===== src/rtl/alu_sequencer_if.sv =====
// alu_sequencer_if: opcode handshake, memory operand and ALU/register-file control bundle
interface alu_sequencer_if;
  logic       instr_valid;
  logic [7:0] instr;
  logic       instr_ready;
  logic       mem_req;
  logic       mem_ack;
  logic [2:0] reg_sel;
  logic       reg_oe;
  logic       reg_we;
  logic       acc_oe;
  logic       tmp_we;
  logic       a_we;
  logic       a_store;
  logic       a_restore;
  logic       cs;
  logic [4:0] op;
  logic       done;
  logic       illegal;
  modport master (
    input  instr_valid, instr, mem_ack,
    output instr_ready, mem_req, reg_sel, reg_oe, reg_we, acc_oe, tmp_we,
           a_we, a_store, a_restore, cs, op, done, illegal
  );
  modport slave (
    output instr_valid, instr, mem_ack,
    input  instr_ready, mem_req, reg_sel, reg_oe, reg_we, acc_oe, tmp_we,
           a_we, a_store, a_restore, cs, op, done, illegal
  );
endinterface


===== src/rtl/alu_sequencer.sv =====
// alu_sequencer: drives SAP-3 ALU controls from an 8080 opcode; ALU_SEQ_REGOPS_EN adds INR r/DCR r
module alu_sequencer (
  input logic             clk,
  input logic             rst,
  alu_sequencer_if.master bus
);
  typedef enum logic [3:0] {
    S_IDLE, S_LOAD_TMP, S_WAIT_MEM, S_EXEC, S_SETTLE, S_FINISH
`ifdef ALU_SEQ_REGOPS_EN
    , S_SAVE, S_LOAD_A, S_WRITE, S_RESTORE
`endif
  } state_t;
  typedef enum logic [2:0] {C_REG, C_MEM, C_ACC, C_RMW, C_ILL} cls_t;
  state_t     r_state, w_next;
  logic [7:0] r_instr, w_opc;
  logic [4:0] r_op, w_op;
  cls_t       w_cls;
  logic       w_ld_acc, w_rmw_bus;
  logic [2:0] w_reg_sel;
  function automatic cls_t f_cls(input logic [7:0] b);
    if (b[7:6] == 2'b10) begin
      if (b[2:0] == 3'd6) return C_MEM;
      return C_REG;
    end
    if (b[7:6] == 2'b11 && b[2:0] == 3'd6) return C_MEM;
    if (b[7:6] == 2'b00 && b[2:0] == 3'd7 && b[5:3] != 3'd4) return C_ACC;
    if (b == 8'h3C || b == 8'h3D) return C_ACC;
`ifdef ALU_SEQ_REGOPS_EN
    if (b[7:6] == 2'b00 && b[2:1] == 2'b10 && b[5:3] <= 3'd5) return C_RMW;
`else
    if (b[7:6] == 2'b00 && b[2:1] == 2'b10 && b[5:3] <= 3'd5) return C_ILL;
`endif
    return C_ILL;
  endfunction
  // Decode the offered opcode while idle, the latched one afterwards.
  assign w_opc = (r_state == S_IDLE) ? bus.instr : r_instr;
  assign w_cls = f_cls(w_opc);
  assign w_op  = w_opc[7] ? {2'b00, w_opc[5:3]} :
                 (w_opc[2:0] == 3'd7) ? {2'b01, w_opc[5:3]} : {4'b1000, w_opc[0]};
  // State, latched opcode and op register; op only changes on entry to EXEC.
  always_ff @(posedge clk) begin
    if (!rst) begin
      r_state <= S_IDLE;
      r_instr <= '0;
      r_op    <= '0;
    end else begin
      r_state <= w_next;
      if (r_state == S_IDLE && bus.instr_valid) r_instr <= bus.instr;
      if (w_next == S_EXEC && r_state != S_EXEC) r_op <= w_op;
    end
  end
  // Next-state sequencing per opcode class.
  always_comb begin
    w_next = r_state;
    case (r_state)
      S_IDLE:
        if (bus.instr_valid)
          case (w_cls)
            C_REG:   w_next = S_LOAD_TMP;
            C_MEM:   w_next = S_WAIT_MEM;
            C_ACC:   w_next = S_EXEC;
`ifdef ALU_SEQ_REGOPS_EN
            C_RMW:   w_next = S_SAVE;
`endif
            default: w_next = S_FINISH;
          endcase
      S_LOAD_TMP: w_next = S_EXEC;
      S_WAIT_MEM: if (bus.mem_ack) w_next = S_EXEC;
`ifdef ALU_SEQ_REGOPS_EN
      S_EXEC:     if (w_cls == C_RMW) w_next = S_WRITE; else w_next = S_SETTLE;
      S_SAVE:     w_next = S_LOAD_A;
      S_LOAD_A:   w_next = S_EXEC;
      S_WRITE:    w_next = S_RESTORE;
`else
      S_EXEC:     w_next = S_SETTLE;
`endif
      default:    w_next = S_IDLE;
    endcase
  end
  // Bus-source selection; the accumulator source uses r=7, INR/DCR r addresses bits 5:3.
  assign w_ld_acc  = r_state == S_LOAD_TMP && r_instr[2:0] == 3'd7;
`ifdef ALU_SEQ_REGOPS_EN
  assign w_rmw_bus = r_state == S_LOAD_A || r_state == S_WRITE;
`else
  assign w_rmw_bus = 1'b0;
`endif
  assign w_reg_sel = (r_state == S_LOAD_TMP && !w_ld_acc) ? r_instr[2:0] :
                     w_rmw_bus ? r_instr[5:3] : 3'd0;
  assign bus.instr_ready = rst && r_state == S_IDLE;
  assign bus.mem_req     = rst && r_state == S_WAIT_MEM;
  assign bus.tmp_we      = rst && (r_state == S_LOAD_TMP || (r_state == S_WAIT_MEM && bus.mem_ack));
  assign bus.cs          = rst && r_state == S_EXEC;
  assign bus.op          = r_op;
  assign bus.reg_sel     = rst ? w_reg_sel : 3'd0;
  assign bus.illegal     = rst && r_state == S_FINISH;
`ifdef ALU_SEQ_REGOPS_EN
  assign bus.reg_oe      = rst && ((r_state == S_LOAD_TMP && !w_ld_acc) || r_state == S_LOAD_A);
  assign bus.acc_oe      = rst && (w_ld_acc || r_state == S_WRITE);
  assign bus.reg_we      = rst && r_state == S_WRITE;
  assign bus.a_we        = rst && r_state == S_LOAD_A;
  assign bus.a_store     = rst && r_state == S_SAVE;
  assign bus.a_restore   = rst && r_state == S_RESTORE;
  assign bus.done        = rst && (r_state == S_SETTLE || r_state == S_FINISH || r_state == S_RESTORE);
`else
  assign bus.reg_oe      = rst && r_state == S_LOAD_TMP && !w_ld_acc;
  assign bus.acc_oe      = rst && w_ld_acc;
  assign bus.reg_we      = 1'b0;
  assign bus.a_we        = 1'b0;
  assign bus.a_store     = 1'b0;
  assign bus.a_restore   = 1'b0;
  assign bus.done        = rst && (r_state == S_SETTLE || r_state == S_FINISH);
`endif
endmodule


===== src/flat_wrapper.sv =====
// flat-port wrapper written by rule: the top's interface ports become plain ports
module alu_sequencer_flat 
  (clk, rst, bus_instr_valid, bus_instr, bus_mem_ack, bus_instr_ready, bus_mem_req, bus_reg_sel, bus_reg_oe, bus_reg_we, bus_acc_oe, bus_tmp_we, bus_a_we, bus_a_store, bus_a_restore, bus_cs, bus_op, bus_done, bus_illegal);
  alu_sequencer_if bus_i ();
  input logic clk;
  input logic rst;
  input wire logic [$bits(bus_i.instr_valid)-1:0] bus_instr_valid;
  input wire logic [$bits(bus_i.instr)-1:0] bus_instr;
  input wire logic [$bits(bus_i.mem_ack)-1:0] bus_mem_ack;
  output wire logic [$bits(bus_i.instr_ready)-1:0] bus_instr_ready;
  output wire logic [$bits(bus_i.mem_req)-1:0] bus_mem_req;
  output wire logic [$bits(bus_i.reg_sel)-1:0] bus_reg_sel;
  output wire logic [$bits(bus_i.reg_oe)-1:0] bus_reg_oe;
  output wire logic [$bits(bus_i.reg_we)-1:0] bus_reg_we;
  output wire logic [$bits(bus_i.acc_oe)-1:0] bus_acc_oe;
  output wire logic [$bits(bus_i.tmp_we)-1:0] bus_tmp_we;
  output wire logic [$bits(bus_i.a_we)-1:0] bus_a_we;
  output wire logic [$bits(bus_i.a_store)-1:0] bus_a_store;
  output wire logic [$bits(bus_i.a_restore)-1:0] bus_a_restore;
  output wire logic [$bits(bus_i.cs)-1:0] bus_cs;
  output wire logic [$bits(bus_i.op)-1:0] bus_op;
  output wire logic [$bits(bus_i.done)-1:0] bus_done;
  output wire logic [$bits(bus_i.illegal)-1:0] bus_illegal;
  assign bus_i.instr_valid = bus_instr_valid;
  assign bus_i.instr = bus_instr;
  assign bus_i.mem_ack = bus_mem_ack;
  assign bus_instr_ready = bus_i.instr_ready;
  assign bus_mem_req = bus_i.mem_req;
  assign bus_reg_sel = bus_i.reg_sel;
  assign bus_reg_oe = bus_i.reg_oe;
  assign bus_reg_we = bus_i.reg_we;
  assign bus_acc_oe = bus_i.acc_oe;
  assign bus_tmp_we = bus_i.tmp_we;
  assign bus_a_we = bus_i.a_we;
  assign bus_a_store = bus_i.a_store;
  assign bus_a_restore = bus_i.a_restore;
  assign bus_cs = bus_i.cs;
  assign bus_op = bus_i.op;
  assign bus_done = bus_i.done;
  assign bus_illegal = bus_i.illegal;
  alu_sequencer u_core (.clk(clk), .rst(rst), .bus(bus_i));
endmodule

===== config.mk =====
export PLATFORM = sky130hd
export DESIGN_NAME = alu_sequencer_flat
export DESIGN_NICKNAME = d
export VERILOG_FILES = /design/src/rtl/alu_sequencer_if.sv /design/src/rtl/alu_sequencer.sv /design/src/flat_wrapper.sv
export SDC_FILE = /design/constraint.sdc
export NUM_CORES = 1
export LEC_CHECK = 0
export ABC_AREA = 1
export CAP_MARGIN = 30
export CORE_ASPECT_RATIO = 1.4
export CORE_MARGIN = 2
export CORE_UTILIZATION = 52
export DETAILED_ROUTE_END_ITERATION = 10
export GPL_TIMING_DRIVEN = 0
export HOLD_SLACK_MARGIN = 0.06
export PLACE_DENSITY = 0.91
export SLEW_MARGIN = 15
export SYNTH_ARGS = -nofsm -noshare
export SYNTH_HDL_FRONTEND = slang
export SYNTH_SLANG_ARGS = --single-unit

===== constraint.sdc =====
create_clock -name clk -period 3 [get_ports clk]
set_input_delay 0.6 -clock clk [delete_from_list [all_inputs] [get_ports clk]]
set_output_delay 0.6 -clock clk [all_outputs]
set_load 0.05 [all_outputs]

# Yosys cells after proc, flatten, opt, wreduce, memory -nomap -nowiden

Index checks and enable logic that the tools add are counted.

Register bits: 17
Word-level logic and storage cells: 86

Multiplexer cells: 38
Reductions and logical operators: 26
Magnitude comparators: 1
Equal/unequal tests: 18

Operators by type and width:

| operator                                              | count |
|---|---|
| 2-to-1 mux 3 bit                                      | 14 |
| logical AND 1 bit                                     | 19 |
| 2-to-1 mux 1 bit                                      | 17 |
| == test 8 x 6 -> 1 bit, second input constant         | 2 |
| case mux 4 bit (4 select lines)                       | 1 |
| == test 4 x 2 -> 1 bit, second input constant         | 3 |
| 2-to-1 mux 5 bit                                      | 2 |
| == test 3 bit, second input constant                  | 3 |
| case mux 3 bit (3 select lines)                       | 1 |
| == test 4 x 3 -> 1 bit, second input constant         | 2 |
| 2-to-1 mux 4 bit                                      | 2 |
| 2-to-1 mux 8 bit                                      | 1 |
| == test 2 bit, second input constant                  | 3 |
| == test 4 x 1 -> 1 bit, second input constant         | 1 |
| zero test 4 bit                                       | 1 |
| inequality test 4 x 2 -> 1 bit, second input constant | 1 |
| == test 3 x 1 -> 1 bit, second input constant         | 1 |
| == test 3 x 2 -> 1 bit, second input constant         | 1 |
| <= comparator 3 bit, second input constant            | 1 |
| zero test 3 bit                                       | 1 |
| logical OR 1 bit                                      | 3 |
| inequality test 3 bit, second input constant          | 1 |
| zero test 2 bit                                       | 1 |
| zero test 1 bit                                       | 1 |

# Depth between registers and ports, before layout

Gate-level depths: netlist of the first run.

Depth after elaboration: 26
Mapped depth: 15
Depth with buffers taken out: 15

# Worst setup path after synthesis of the first run

Ideal clock, no wire load.

Path type: input to output
Start: input rst
End: output bus_illegal
Setup slack: -0.390 ns
Data arrival time: 2.790 ns
Cell stages on the path: 3
Cells stage by stage: inv_1 > nor4_1 > and2_1

Cells in the longest elaborated chain, start to end: 1

RTL lines:

| what              | line                | RTL |
|---|---|---|
| from (decl)       | flat_wrapper.sv:6   | `input logic rst;` |
| logical AND 1 bit | alu_sequencer.sv:95 | `assign bus.illegal = rst && r_state == S_FINISH;` |
| to (decl)         | flat_wrapper.sv:23  | `output wire logic [$bits(bus_i.illegal)-1:0] bus_illegal;` |

No other way between the ends.

# Worst setup path in the final report of the first run

Start: input rst
End: output bus_cs

Cells in the longest elaborated chain, start to end: 1

RTL lines:

| what              | line                | RTL |
|---|---|---|
| logical AND 1 bit | alu_sequencer.sv:92 | `assign bus.cs = rst && r_state == S_EXEC;` |
| to (decl)         | flat_wrapper.sv:20  | `output wire logic [$bits(bus_i.cs)-1:0] bus_cs;` |

No other way between the ends.

==> metrics, run 1 <==
maximum vdd drop 0.246 mV; CP Launch Type primary input; Clock Latency Late Sink 0.31 ns; Total Nets Final 238; Comb pwr share 36.2%; Die Span Y 62.7 µm; internal power 0.369 mW; Clk pin slew, worst setup/hold paths 0.10 ns; max cap viols 0; Synth warnings 0; fin crit period 2.91 ns; Pins Over Slew Limit 0; RR Startpoint u_core.r_state[1]; Hold Vio Cnt, Final 0; hpwl dp 2000 µm; RSZ-0062 raised after global routing no; n_diodes 0; die area 2880 µm²; Num CTS Buffers 3; Worst Hold Class flop to flop; vias around 1200; Total Power 0.596 mW; via/cell ratio between 5 and 6; r2r endpoint u_core.r_instr[7]; Switching Power 0.228 mW; DRC Markers 0; DRT Pass-1 Iters 4; final clock skew 0.00595 ns; Placer Congestion 0.850; switching fraction of total power 38.2%; initial antenna violation count 0; post-route ant nets 0; Routed WL per cell 10.2 µm; Setup crit start rst; Synth Instances 190; worst reg2reg path depth 8; gr ovfl total 0; area delta synth->final 28.0%; most common cell in the synthesized netlist nand2_1; Die Width 45.9 µm; drt total wl 2520 µm; startpoint of the worst hold path u_core.r_instr[7]; fmax roughly 340 MHz; Worst Hold Endpoint u_core.r_instr[7]; initial core utilization 54.1%; PwrDens 364 nW/µm²; H-Tree Depth 1; fin crit share 97.1%; layout cells sized above 1 15.6%; post-synthesis cell type count 29; CP max FO 10; DP Area 1600 µm²; CTS sink cnt 17; ranking of synthesized cells by area dfxtp_1, nand2_1, inv_1; IO Count 32; setup violators final 0; Worst setup EP type primary output; vias in the first global route approximately 1100; mapped cell area about 1300 µm²; Slew Limit Headroom 66.6%; register bit total from synthesis 17; clk root buf clkbuf_4; hold_buf cts 0; first-pass GRT wire length 4490 µm; Crit path required time 2.40 ns; Worst-Margin Slew 0.500 ns; gr usage total between 20% and 30%; fill count 211; Reg power frac between 40% and 50%; pin count of the biggest net entering global routing 11; commonest cells in the netlist nand2_1, inv_1, nor2_1; TritonCTS clock tree built; arrival time worst endpoint 2.31 ns; post-synth top area share 26.6%; area leader, netlist dfxtp_1; design area 1640 µm²; Reg2Reg Setup Slack 1.13 ns; clock power share 22.2%; row cnt 21; ys flop type dfxtp_1; EDFF count, synth 0; leak pwr 0.830 nW; Iter 0 DRT Violations 35; outcome finished, final reports clean; Async SR Flop Fraction 0%; syn_area_per_cell slightly below 7 µm²; CTS max path bufs 2; I/O Buffers 27; sequential area share after synthesis 26.6%; Finished Core Util around 70%; Core Region ~2400 µm²; CP Class primary input to primary output; Hold Path Cell Cnt 2
## layout make-up
type / instances / area (µm²) / share of cell area (%)
repair buffers: 27 / 280 / 17.1
clock inverters: 1 / 5.00 / 0.306
inverters: 29 / 109 / 6.65
well taps: 23 / 28.8 / 1.76
flip-flops and latches: 17 / 340 / 20.8
multi-input cells: 139 / 771 / 47.1
clock buffers: 3 / 22.5 / 1.38
plain buffers: 9 / 80.1 / 4.89
## per-layer routing
metal,GRT usage [%],vias up,routed length [µm]
met5,0,-,0
met4,10.4,0,59
met3,3.76,5,74
met2,34.2,27,1300
met1,23.0,549,1090
li1,-,664,-
## cell families (layout without fill, tap and decap cells)
logic type | after synthesis | after routing | share of synthesized area, %
buffers and inverters | 38 | 69 | 14.8
AO/OA/AOI/OAI | 20 | 20 | 8.41
flip-flops | 17 | 17 | 26.6
AND/OR/NAND/NOR | 114 | 114 | 49.9
other | 1 | 5 | 0.293
## power groups by stage
| stage | Sequential (mW) | Clock [mW] | Combinational [mW] |
|---|---|---|---|
| 2_1_floorplan | 0.260 | 0 | 0.158 |
| 3_3_place_gp | 0.253 | 0 | 0.213 |
| 3_5_place_dp | 0.254 | 0 | 0.215 |
| 4_1_cts | 0.248 | 0.129 | 0.216 |
| 5_1_grt | 0.251 | 0.142 | 0.237 |
| 6_report | 0.248 | 0.132 | 0.216 |
## registers in the layout (all words and copies together) (netlist names)
| signal | flops |
|---|---|
| u_core.r_instr | 8 |
| u_core.bus.op | 5 |
| u_core.r_state | 4 |
## placed cells by master, fill, tap and decap left out
cell type        synthesis  final
conb_1                   1      5
dfxtp_1                 17     17
nand2_4                  5      5
nand3_1                  8      8
buf_4                    4      4
nand2_1                 45     45
inv_2                    1      1
nand2_2                  7      7
nand3b_4                 2      2
buf_6                    2      2
clkbuf_1                 2      2
a21oi_1                  5      5
nor2_1                  22     22
buf_12                   1      1
nor4_1                   2      1
nor2_8                   1      1
nor2_4                   2      2
clkbuf_4                 0      3
nor3_1                   4      4
o21ai_1                  2      2
dlygate4sd2_1            0      2
nand3b_1                 3      3
nand3_2                  3      3
clkdlybuf4s50_1          0     20
nand4_1                  7      7
a211oi_1                 2      2
o211ai_1                 1      1
clkinv_2                 0      1
and2_1                   1      1
nand3_4                  1      1
dlymetal6s2s_1           0      5
nand3b_2                 1      1
inv_1                   28     28
nor4_2                   0      1
o21ai_0                 10     10
## metrics by stage
step	TNS [ns]	setup slack [ns]	std cells	hold WS, ns
global placement	-0.235	-0.154	244	0.445
detailed placement	-0.319	-0.238	244	0.449
global route	0	0.0139	248	0.492
CTS	0	0.0207	248	0.463
finish	0	0.0884	248	0.466
floorplan	0	0.107	194	0.430
## worst max path at each step
| stage | end | slack, ns | cells after the start |
|---|---|---|---|
| detailed placement | bus_cs | -0.24 | 5 |
| finish | bus_cs | 0.09 | 5 |
| global placement | bus_cs | -0.15 | 5 |
| floorplan | bus_acc_oe | 0.11 | 4 |
| CTS | bus_done | 0.02 | 4 |
| global route | bus_cs | 0.01 | 5 |
## worst max-delay path, stage by stage
cell,delay (ns)
clkdlybuf4s50_1,0.56
clkbuf_1,0.36
nand2_1,0.14
nor2_1,0.11
dlygate4sd2_1,0.53
## timing repair
| action | CTS | global route |
|---|---|---|
| setup buffers | 0 | 0 |
| resized for setup | 2 | 5 |
| setup endpoints to repair | 2 | 5 |
No activity file was read; power rests on OpenSTA's default activity.
==> run 2, diff against run 1 <==
CORE_UTILIZATION = 60   (was 52)
DONT_BUFFER_PORTS = 1   (was unset)
PLACE_DENSITY = 0.83   (was 0.91)
==> run 2 against run 1 <==
  * First-iteration DRC count did not move
  * Critical path depth rose by 1
  * Highest routed layer unchanged
  * Clock-buffer cell count rose by 1
  * Wire length rose by 5.0%
  * Critical endpoint is now bus_tmp_we
  * Hold slack got worse by 0.046 ns
  * Clock power barely moved
==> metrics, run 2 (synthesized netlist as in run 1, its figures left out) <==
row cnt 19; first-pass GRT wire length 4260 µm; Clock Latency Late Sink 0.31 ns; Reg2Reg Setup Slack 1.08 ns; RR Startpoint u_core.r_state[1]; Largest Register u_core.r_instr; RSZ-0062 raised after global routing no; outcome finished, final reports clean; Crit path required time 2.40 ns; Routed WL per cell 12.0 µm; CP Class flop to primary output; setup violators final 0; fmax 369 MHz; PwrDens 412 nW/µm²; Fin Setup TNS 0 ns; max cap viols 0; area delta synth->final 8.61%; CP max FO 10; CTS sink cnt 17; layout cells sized above 1 20.0%; Pins Over Slew Limit 0; n_diodes 0; final clock skew ~0.0024 ns; Placer Congestion roughly 0.89; Core Region 2000 µm²; Worst setup EP type primary output; vias in the first global route 1058; commonest non-fill, non-tap cell in the layout nand2_1; Finished Core Util 69.5%; Total Nets Final 213; IO Count 32; pin count of the biggest net entering global routing 11; post-route ant nets 0; CP Launch Type flop; hpwl dp 2130 µm; Die Width 43.0 µm; arrival time worst endpoint 2.11 ns; Clk pin slew, worst setup/hold paths 0.10 ns; commonest cells after routing, fill and taps aside nand2_1, inv_1, nor2_1; gr ovfl total 0; worst reg2reg path depth 8; DRT Pass-1 Iters 4; max reg flops 8; Worst-Margin Slew 0.883 ns; Iter 0 DRT Violations 35; maximum vdd drop 0.295 mV; via/cell ratio between 5 and 6; CTS max path bufs 2; clk root buf clkbuf_4; initial antenna violation count 0; die area 2520 µm²; Worst Hold Endpoint u_core.r_instr[3]; drt total wl 2650 µm; Finished Layout Cells 221; Hold Path Cell Cnt 2; gr usage total 22.6%; dpl cells 217; fin crit share 90.3%; TritonCTS clock tree built; Die Span Y 58.6 µm; hold_buf cts 0; postcts setup bufs 0; Hold Vio Cnt, Final 0; Worst Hold Class primary input to flop; leak pwr 0.639 nW; Num CTS Buffers 3; r2r endpoint u_core.r_instr[7]; fin crit period 2.71 ns; vias roughly 1200; startpoint of the worst hold path rst; DRC Markers 0; Slew Limit Headroom 40.9%; I/O Buffers 0; initial core utilization between 60% and 70%; H-Tree Depth 1; CTS resizes 0
-- run 2: cell types whose count changed in the layout (fill, tap and decap cells not counted), sizes merged --
cell / before / now
clkdlybuf4s50: 20 / 0
clkinv: 1 / 0
buf: 7 / 9
dlygate4sd2: 2 / 0
clkbuf: 5 / 6
dlymetal6s2s: 5 / 0
-- run 2: power breakdown --
group,internal (mW),total (mW),switching (mW)
sequential,0.239,0.257,0.0176
combinational,0.0603,0.184,0.124
clock,0.0520,0.132,0.0799
-- run 2: critical path, cell delays in order, from the launching register on --
cell	delay (ns)
dfxtp_1	0.37
nor2_8	0.24
buf_6	0.18
nand3_1	0.09
o21ai_0	0.15
inv_1	0.09
nor2_1	0.67
-- run 2: final cells by class --
class	instances	area, µm²
Clock buffer	4	26.3
Multi-Input combinational cell	139	792
Inverter	29	109
Buffer	9	80.1
Timing Repair Buffer	2	15.0
Tap cell	21	26.3
Fill cell	192	608
Sequential cell	17	340
-- run 2: worst max-delay path by stage --
stage,startpoint,to,slack [ns],cells after the start
2_1_floorplan,u_core.r_state[2],bus_acc_oe,0.11,4
3_3_place_gp,u_core.r_state[2],bus_acc_oe,0.009,4
3_5_place_dp,u_core.r_state[2],bus_tmp_we,0.63,6
4_1_cts,u_core.r_state[2],bus_tmp_we,0.29,6
5_1_grt,u_core.r_state[2],bus_tmp_we,0.12,6
6_report,u_core.r_state[2],bus_tmp_we,0.29,6
-- run 2: metal layers --
metal	GRT usage, %	part of all wire (%)	up-vias
met3	2.15	4.5	5
met5	0	0	-
met1	23.2	38	522
met4	13.4	2.3	0
li1	-	-	612
met2	43.1	55	30
-- run 2: through the flow --
step                setup slack [ns]  area (µm²)  power [mW]  hold slack (ns)
finish                         0.290        1390       0.573            0.420
global route                   0.117        1390       0.603            0.424
CTS                            0.287        1390       0.574            0.417
detailed placement             0.629        1360       0.445            0.459
global placement             0.00911        1330       0.439            0.441
floorplan                      0.107        1300       0.418            0.430
